===== src/rtl/pingpong_bank_sched.sv =====
// Ping-pong input-buffer scheduler: hands the two SRAM banks to the loader and the array in fill order.
// Optional perf counters (tile_cnt, ld_stall_cnt, ar_stall_cnt) are built when PPB_PERF_CNT_EN is defined.
module pingpong_bank_sched #(
  parameter int CNT_W = 16
) (
  input  logic             clk,
  input  logic             rst_n,
  input  logic             flush,
  input  logic             ld_req,
  input  logic             ld_done,
  output logic             ld_grant,
  output logic             loader_bank_sel,
  input  logic             ar_req,
  input  logic             ar_done,
  output logic             ar_grant,
  output logic             array_bank_sel,
  output logic [1:0]       full_cnt,
  output logic             proto_err,
  output logic [CNT_W-1:0] tile_cnt,
  output logic [CNT_W-1:0] ld_stall_cnt,
  output logic [CNT_W-1:0] ar_stall_cnt
);

  typedef enum logic [1:0] {EMPTY, FILLING, FULL, DRAINING} bank_st_e;

  bank_st_e bank_st [2];
  logic     wr_ptr, rd_ptr;
  logic     ld_pend, ar_pend;

  logic ld_acc, ar_acc, ld_fin, ar_fin, ld_bad, ar_bad;

  assign ld_acc = ld_req && !ld_grant && !ld_pend && (bank_st[wr_ptr] == EMPTY);
  assign ar_acc = ar_req && !ar_grant && !ar_pend && (bank_st[rd_ptr] == FULL);
  assign ld_fin = ld_done && ld_grant;
  assign ar_fin = ar_done && ar_grant;
  assign ld_bad = ld_done && !ld_grant;
  assign ar_bad = ar_done && !ar_grant;

  // ld_acc only touches an EMPTY bank and ar_fin a DRAINING one (likewise ld_fin/ar_acc),
  // so the two sides never write the same bank entry in one cycle.
  always_ff @(posedge clk or negedge rst_n) begin
    if (!rst_n) begin
      bank_st[0]      <= EMPTY;
      bank_st[1]      <= EMPTY;
      wr_ptr          <= 1'b0;
      rd_ptr          <= 1'b0;
      ld_pend         <= 1'b0;
      ar_pend         <= 1'b0;
      ld_grant        <= 1'b0;
      ar_grant        <= 1'b0;
      loader_bank_sel <= 1'b0;
      array_bank_sel  <= 1'b1;
      full_cnt        <= 2'd0;
      proto_err       <= 1'b0;
    end else if (flush) begin
      bank_st[0] <= EMPTY;
      bank_st[1] <= EMPTY;
      wr_ptr     <= 1'b0;
      rd_ptr     <= 1'b0;
      ld_pend    <= 1'b0;
      ar_pend    <= 1'b0;
      ld_grant   <= 1'b0;
      ar_grant   <= 1'b0;
      full_cnt   <= 2'd0;
      proto_err  <= 1'b0;
    end else begin
      // Loader side: select first, grant one cycle later for the SRAM's registered select
      ld_pend <= ld_acc;
      if (ld_acc) begin
        bank_st[wr_ptr] <= FILLING;
        loader_bank_sel <= wr_ptr;
      end
      if (ld_pend) ld_grant <= 1'b1;
      if (ld_fin) begin
        bank_st[wr_ptr] <= FULL;
        wr_ptr          <= ~wr_ptr;
        ld_grant        <= 1'b0;
      end

      ar_pend <= ar_acc;
      if (ar_acc) begin
        bank_st[rd_ptr] <= DRAINING;
        array_bank_sel  <= rd_ptr;
      end
      if (ar_pend) ar_grant <= 1'b1;
      if (ar_fin) begin
        bank_st[rd_ptr] <= EMPTY;
        rd_ptr          <= ~rd_ptr;
        ar_grant        <= 1'b0;
      end

      // Banks holding valid data (FULL or being drained); bounded to 2 by the bank count
      case ({ld_fin, ar_fin})
        2'b10:   full_cnt <= full_cnt + 2'd1;
        2'b01:   full_cnt <= full_cnt - 2'd1;
        default: full_cnt <= full_cnt;
      endcase

      proto_err <= proto_err | ld_bad | ar_bad;
    end
  end

`ifdef PPB_PERF_CNT_EN
  logic ld_stall, ar_stall;

  // A request waiting out its pend cycle or already granted is not a stall
  assign ld_stall = ld_req && !ld_grant && !ld_pend && !ld_acc;
  assign ar_stall = ar_req && !ar_grant && !ar_pend && !ar_acc;

  always_ff @(posedge clk or negedge rst_n) begin
    if (!rst_n) begin
      tile_cnt     <= '0;
      ld_stall_cnt <= '0;
      ar_stall_cnt <= '0;
    end else if (!flush) begin
      if (ar_fin && (tile_cnt != '1))       tile_cnt     <= tile_cnt + 1'b1;
      if (ld_stall && (ld_stall_cnt != '1)) ld_stall_cnt <= ld_stall_cnt + 1'b1;
      if (ar_stall && (ar_stall_cnt != '1)) ar_stall_cnt <= ar_stall_cnt + 1'b1;
    end
  end
`else
  assign tile_cnt     = '0;
  assign ld_stall_cnt = '0;
  assign ar_stall_cnt = '0;
`endif

endmodule

===== config.mk =====
export PLATFORM = sky130hd
export DESIGN_NAME = pingpong_bank_sched
export DESIGN_NICKNAME = d
export VERILOG_FILES = /design/src/rtl/pingpong_bank_sched.sv
export SDC_FILE = /design/constraint.sdc
export NUM_CORES = 1
export LEC_CHECK = 0
export BUFFER_PORTS_ARGS = -buffer_cell sky130_fd_sc_hd__buf_4
export CAP_MARGIN = 10
export CORE_MARGIN = 5
export CORE_UTILIZATION = 49
export CTS_BUF_LIST = sky130_fd_sc_hd__clkbuf_4 sky130_fd_sc_hd__clkbuf_8
export DETAILED_ROUTE_END_ITERATION = 10
export MAX_ROUTING_LAYER = met4
export PLACE_DENSITY = 0.95
export SLEW_MARGIN = 20
export SYNTH_ARGS = -nofsm -noshare
export SYNTH_HDL_FRONTEND = slang
export SYNTH_SLANG_ARGS = --single-unit

===== constraint.sdc =====
create_clock -name clk -period 2.8 [get_ports clk]
set_input_delay 0.28 -clock clk [delete_from_list [all_inputs] [get_ports clk]]
set_output_delay 0.28 -clock clk [all_outputs]
set_load 0.01 [all_outputs]

Yosys cells after proc, flatten, opt, wreduce, memory -nomap -nowiden
Index checks and enable logic that the tools add are counted.
{"block": "totals", "ff_bits": 15, "inputBits": 7}
{"block": "classes", "bitwise_logic": 16, "add_sub_neg": 2, "order_cmp": 4, "reduce_logical": 24, "eq_ne": 3, "mux": 33}
{"cell": "4-bit two-way mux", "n": 8}
{"cell": "2-bit two-way mux", "n": 9}
{"cell": "1-bit two-way mux", "n": 13}
{"cell": "1-bit logical AND", "n": 12}
{"cell": "3-bit nonzero test", "n": 3}
{"cell": "2-bit AND", "n": 2}
{"cell": "4-bit AND", "n": 1}
{"cell": "2-bit demux with 1-bit select", "n": 2}
{"cell": "2-bit equality test (second input constant)", "n": 2}
{"cell": "2-bit >= comparator (second input constant)", "n": 2}
{"cell": "1-bit logical NOT", "n": 4}
{"cell": "2-bit by 1-bit < comparator with 1-bit output (second input constant)", "n": 2}
{"cell": "1-bit inverter with 2-bit output", "n": 2}
{"cell": "2-bit inverter", "n": 2}
{"cell": "4-bit inverter", "n": 1}
{"cell": "2-bit OR", "n": 2}
{"cell": "4-bit OR", "n": 1}
{"cell": "2-bit case mux with 2 select lines", "n": 1}
{"cell": "2-bit AND reduction", "n": 2}
{"cell": "2-bit nonzero test", "n": 2}
{"cell": "1-bit inverter", "n": 3}
{"cell": "2-bit by 1-bit adder with 2-bit output (second input constant)", "n": 1}
{"cell": "2-bit by 1-bit equality test with 1-bit output (second input constant)", "n": 1}
{"cell": "2-bit logical NOT", "n": 1}
{"cell": "other kinds (2)", "n": 3}

Depth between registers and ports, before layout
{"block": "depth", "word_depth": 18, "depth_mapped": 4, "ltp_nobuf": 3}

Least setup slack after synthesis
No wires, ideal clock.
{"block": "synth_timing", "path_type": "register to register", "start": "reg ld_grant", "end": "reg bank_st[2] (netlist name)", "path_slack_ns": 1.294, "arrival_time_ns": 1.406, "t_required_ns": 2.701, "period_less_slack_ns": 1.506, "path_stages_with_launch": 4, "path_cell_list": "dfrtp_1 > or3b_4 > or3_1 > a311oi_1"}
{"block": "synth_via", "elab_chain_len": 15}
{"item": "start: declaration", "line_no": "11", "source": "output logic ld_grant,"}
{"item": "start signal: assignment", "line_no": "49", "source": "ld_grant <= 1'b0;"}
{"item": "start signal: assignment", "line_no": "62", "source": "ld_grant <= 1'b0;"}
{"item": "start signal: assignment", "line_no": "73", "source": "if (ld_pend) ld_grant <= 1'b1;"}
{"item": "1-bit logical NOT", "line_no": "32", "source": "assign ld_acc = ld_req && !ld_grant && !ld_pend && (bank_st[wr_ptr] == EMPTY);"}
{"item": "1-bit logical AND (3 in series)", "line_no": "32"}
{"item": "4-bit two-way mux", "line_no": "69", "source": "if (ld_acc) begin"}
{"item": "4-bit two-way mux", "line_no": "55", "source": "end else if (flush) begin"}
{"item": "2-bit AND (no source line)"}
{"item": "4-bit two-way mux (*)", "line_no": "74", "source": "if (ld_fin) begin"}
{"item": "4-bit two-way mux (*)", "line_no": "55"}
{"item": "4-bit OR (no source line)"}
{"item": "4-bit two-way mux (*)", "line_no": "81", "source": "if (ar_acc) begin"}
{"item": "4-bit two-way mux (*)", "line_no": "55"}
{"item": "4-bit AND (no source line)"}
{"item": "4-bit two-way mux (*)", "line_no": "86", "source": "if (ar_fin) begin"}
{"item": "4-bit two-way mux (*)", "line_no": "55"}
{"item": "end: declaration", "line_no": "26", "source": "bank_st_e bank_st [2];"}
Mark *: on every way between the ends. The rest lies on a longest branch, timed or not. The select of a mux whose other input is x is not followed.
A chain may end at the register's enable or synchronous reset.

Final worst setup path
{"block": "layout_timing", "start": "reg ld_grant", "end": "reg bank_st[0] (netlist name)"}
Same word-level chain as after synthesis.

==> impl_metrics.tcl <==
set metrics [dict create \
    cp.required_ps 2980 \
    rows 17 \
    r2r_cells 3 \
    port_buffers 13 \
    synthCells 114 \
    min_to "full_cnt[0]" \
    antennaDiodeCount 0 \
    coreArea_mm2 0.00217 \
    viasPerCell 4.36 \
    cellPowerDensity_mw_per_mm2 431 \
    area_growth_pct -1.73 \
    antenna_found_initial 0 \
    postSynthAreaPerCell_um2 9.53 \
    fin_skew_ps 7.14 \
    status "completed" \
    timing.critical_path.cells "or3b_4, or3_1, a221oi_1" \
    grt-ovfl-total 0 \
    dieArea_mm2 0.00326 \
    dp_hpwl_mm 1.53 \
    critPathSlowestCell "dfrtp_1" \
    reg2reg_setup_slack_ps 1180 \
    slew_violations 0 \
    die_x_um 57.1 \
    grt_pass1_wl_mm 2.95 \
    drive_above_1_share_pct 17.8 \
    gp_congestion 0.798 \
    finalWirelength_mm 1.89 \
    nets 137 \
    grtUsageTotal_pct 11.8 \
    numCtsBuffers 3 \
    worstSetupPathType "reg -> reg" \
    final_common_cell "conb_1" \
    period_minus_slack_ps 1620 \
    dp.cells 152 \
    drtPass1Iterations 4 \
    synth_area_mm2 0.00109 \
    timing.rr.end "bank_st[0]" \
    yosys_warnings 0 \
    synth.area.top_cells "buf_4 (33%), dfrtp_1 (32%), mux2_1 (3.1%)" \
    drt_iter0_drc 20 \
    yosysTopAreaCellShare_pct 33.2 \
    drc 0 \
    cp-end-kind "flop" \
    reg2reg_from "ld_grant" \
    ys_seq_area_share_pct 34.7 \
    htree_levels 1 \
    wire_per_inst_um 12.0 \
    hold_viol_final 0 \
    final_cell_mix "conb_1 (48), dfrtp_1 (14), buf_4 (13)" \
    crit_path_max_incr_delay_ps 480 \
    hold_path_class "in -> reg" \
    ir_drop_uv 323 \
    die_h_um 57.1 \
    arrival_ps 1800 \
    cts.sinks 15 \
    critPathLaunchType "flop" \
    vias 684 \
    path_clk_slew_ps 100 \
    setup_viol_count_final 0 \
    crit_path_max_fanout 9 \
    min_from "flush" \
    ctsResizeCount 0 \
    power.leakage_nw 0.564 \
    drv_cap 0 \
    post-cts-setup-buffers 0 \
    final_antenna_net_count 0 \
    cts_tree "built" \
    hold_depth 2 \
    synth_seq_cells 15 \
    fin_setup_tns_ps 0 \
    clock_latency_ps 290 \
    cts_root_buf "clkbuf_4" \
    cts_buffer_depth 2 \
    grt_max_degree 16 \
    synth_top_area_cell "buf_4" \
    post-route-period-util_pct 58.0 \
    grt_pass1_vias 628 \
    io_pins 62 \
    instances_no_fill 157 \
    rsz0062_at_grt "no" \
    initial_core_util_pct 50.1 \
    clock.fmax_mhz 615 \
    ys_types 29 \
]
==> sequential cells by signal, indices dropped and copies added, names as in the netlist <==
register and count:
ar_grant 1, ar_pend 1, array_bank_sel 1, bank_st 4, full_cnt 2, ld_grant 1
ld_pend 1, loader_bank_sel 1, proto_err 1, rd_ptr 1, wr_ptr 1
==> worst max-delay path: cells and delay by family (launching register included) <==
family	cells	cell delay [ps]
compound gates	1	270
flops	1	480
simple gates	2	760
==> metal layers <==
metal / vias to the layer above / track usage (%) / part of all wire (%)
li1: 310 / - / -
met1: 324 / 14.7 / 40
met2: 45 / 19.2 / 46
met3: 5 / 2.04 / 12
met4: 0 / 3.97 / 1.5
met5: - / - / 0
==> area by class of cell <==
type                            instances  area (um^2)
Timing Repair Buffer                   14          108
Multi-Input combinational cell         92          503
Sequential cell                        15          377
Clock buffer                            4         30.0
Tap cell                               28         35.0
Inverter                                4         15.0
Fill cell                             212         1100
==> where the power goes <==
group / internal [mW] / switching, mW / total (mW) / leakage [nW]
Combinational: 0.0287 / 0.0561 / 0.0848 / 0.344
Sequential: 0.226 / 0.0100 / 0.236 / 0.201
Clock: 0.0651 / 0.0740 / 0.139 / 0.0184
==> stage by stage <==
stage | util, % | power [mW] | area [um^2] | hold WS (ps) | setup WS (ps)
final | 49.2 | 0.460 | 1070 | 254 | 1180
after global routing | 49.2 | 0.487 | 1070 | 269 | 1060
after CTS | 49.2 | 0.458 | 1070 | 257 | 1180
after detailed placement | 47.3 | 0.322 | 1030 | 146 | 1200
after global placement | 47.3 | 0.319 | 1030 | 139 | 1230
after floorplan | - | 0.344 | 1260 | -15.6 | 1290
==> Yosys cell counts (all sizes together) <==
cell type	number
and3	1
or2	1
a311oi	1
dfstp	1
o21ai	1
a2bb2oi	1
inv	4
dfrtp	14
a211oi	2
nand3	1
buf	48
clkbuf	2
nor2	8
nand3b	1
a221oi	3
nor3	2
mux2	3
or3b	4
nand2	2
conb	1
mux2i	1
and2	1
a21oi	2
a31oi	1
xnor2	2
nor2b	2
xnor3	1
or3	3
==> timing repair <==
item,4_1_cts,5_1_grt
hold buffers,1,0
hold endpoints to repair,14,0
endpoints found under the setup margin,0,0
==> cell families (layout without fill, tap and decap cells) <==
logic type      count (synthesis)  in the layout  share of synthesized area (%)
compound gates                 11             11                           8.30
xor+xnor                        3              3                           3.69
buf+inv                        54             22                           35.3
flops                          15             15                           34.7
mux                             4              4                           4.03
other cells                     1             48                          0.345
simple gates                   26             26                           13.7
==> worst max path at each step <==
stage                         from         endpoint  slack (ps)
after floorplan           ld_grant       bank_st[2]        1290
after global placement    ld_grant       bank_st[0]        1230
after detailed placement  ld_grant       bank_st[0]        1200
after CTS                 ld_grant       bank_st[0]        1180
after global routing        wr_ptr  loader_bank_sel        1060
final                     ld_grant       bank_st[0]        1180
Power figures use the tool's default switching activity.
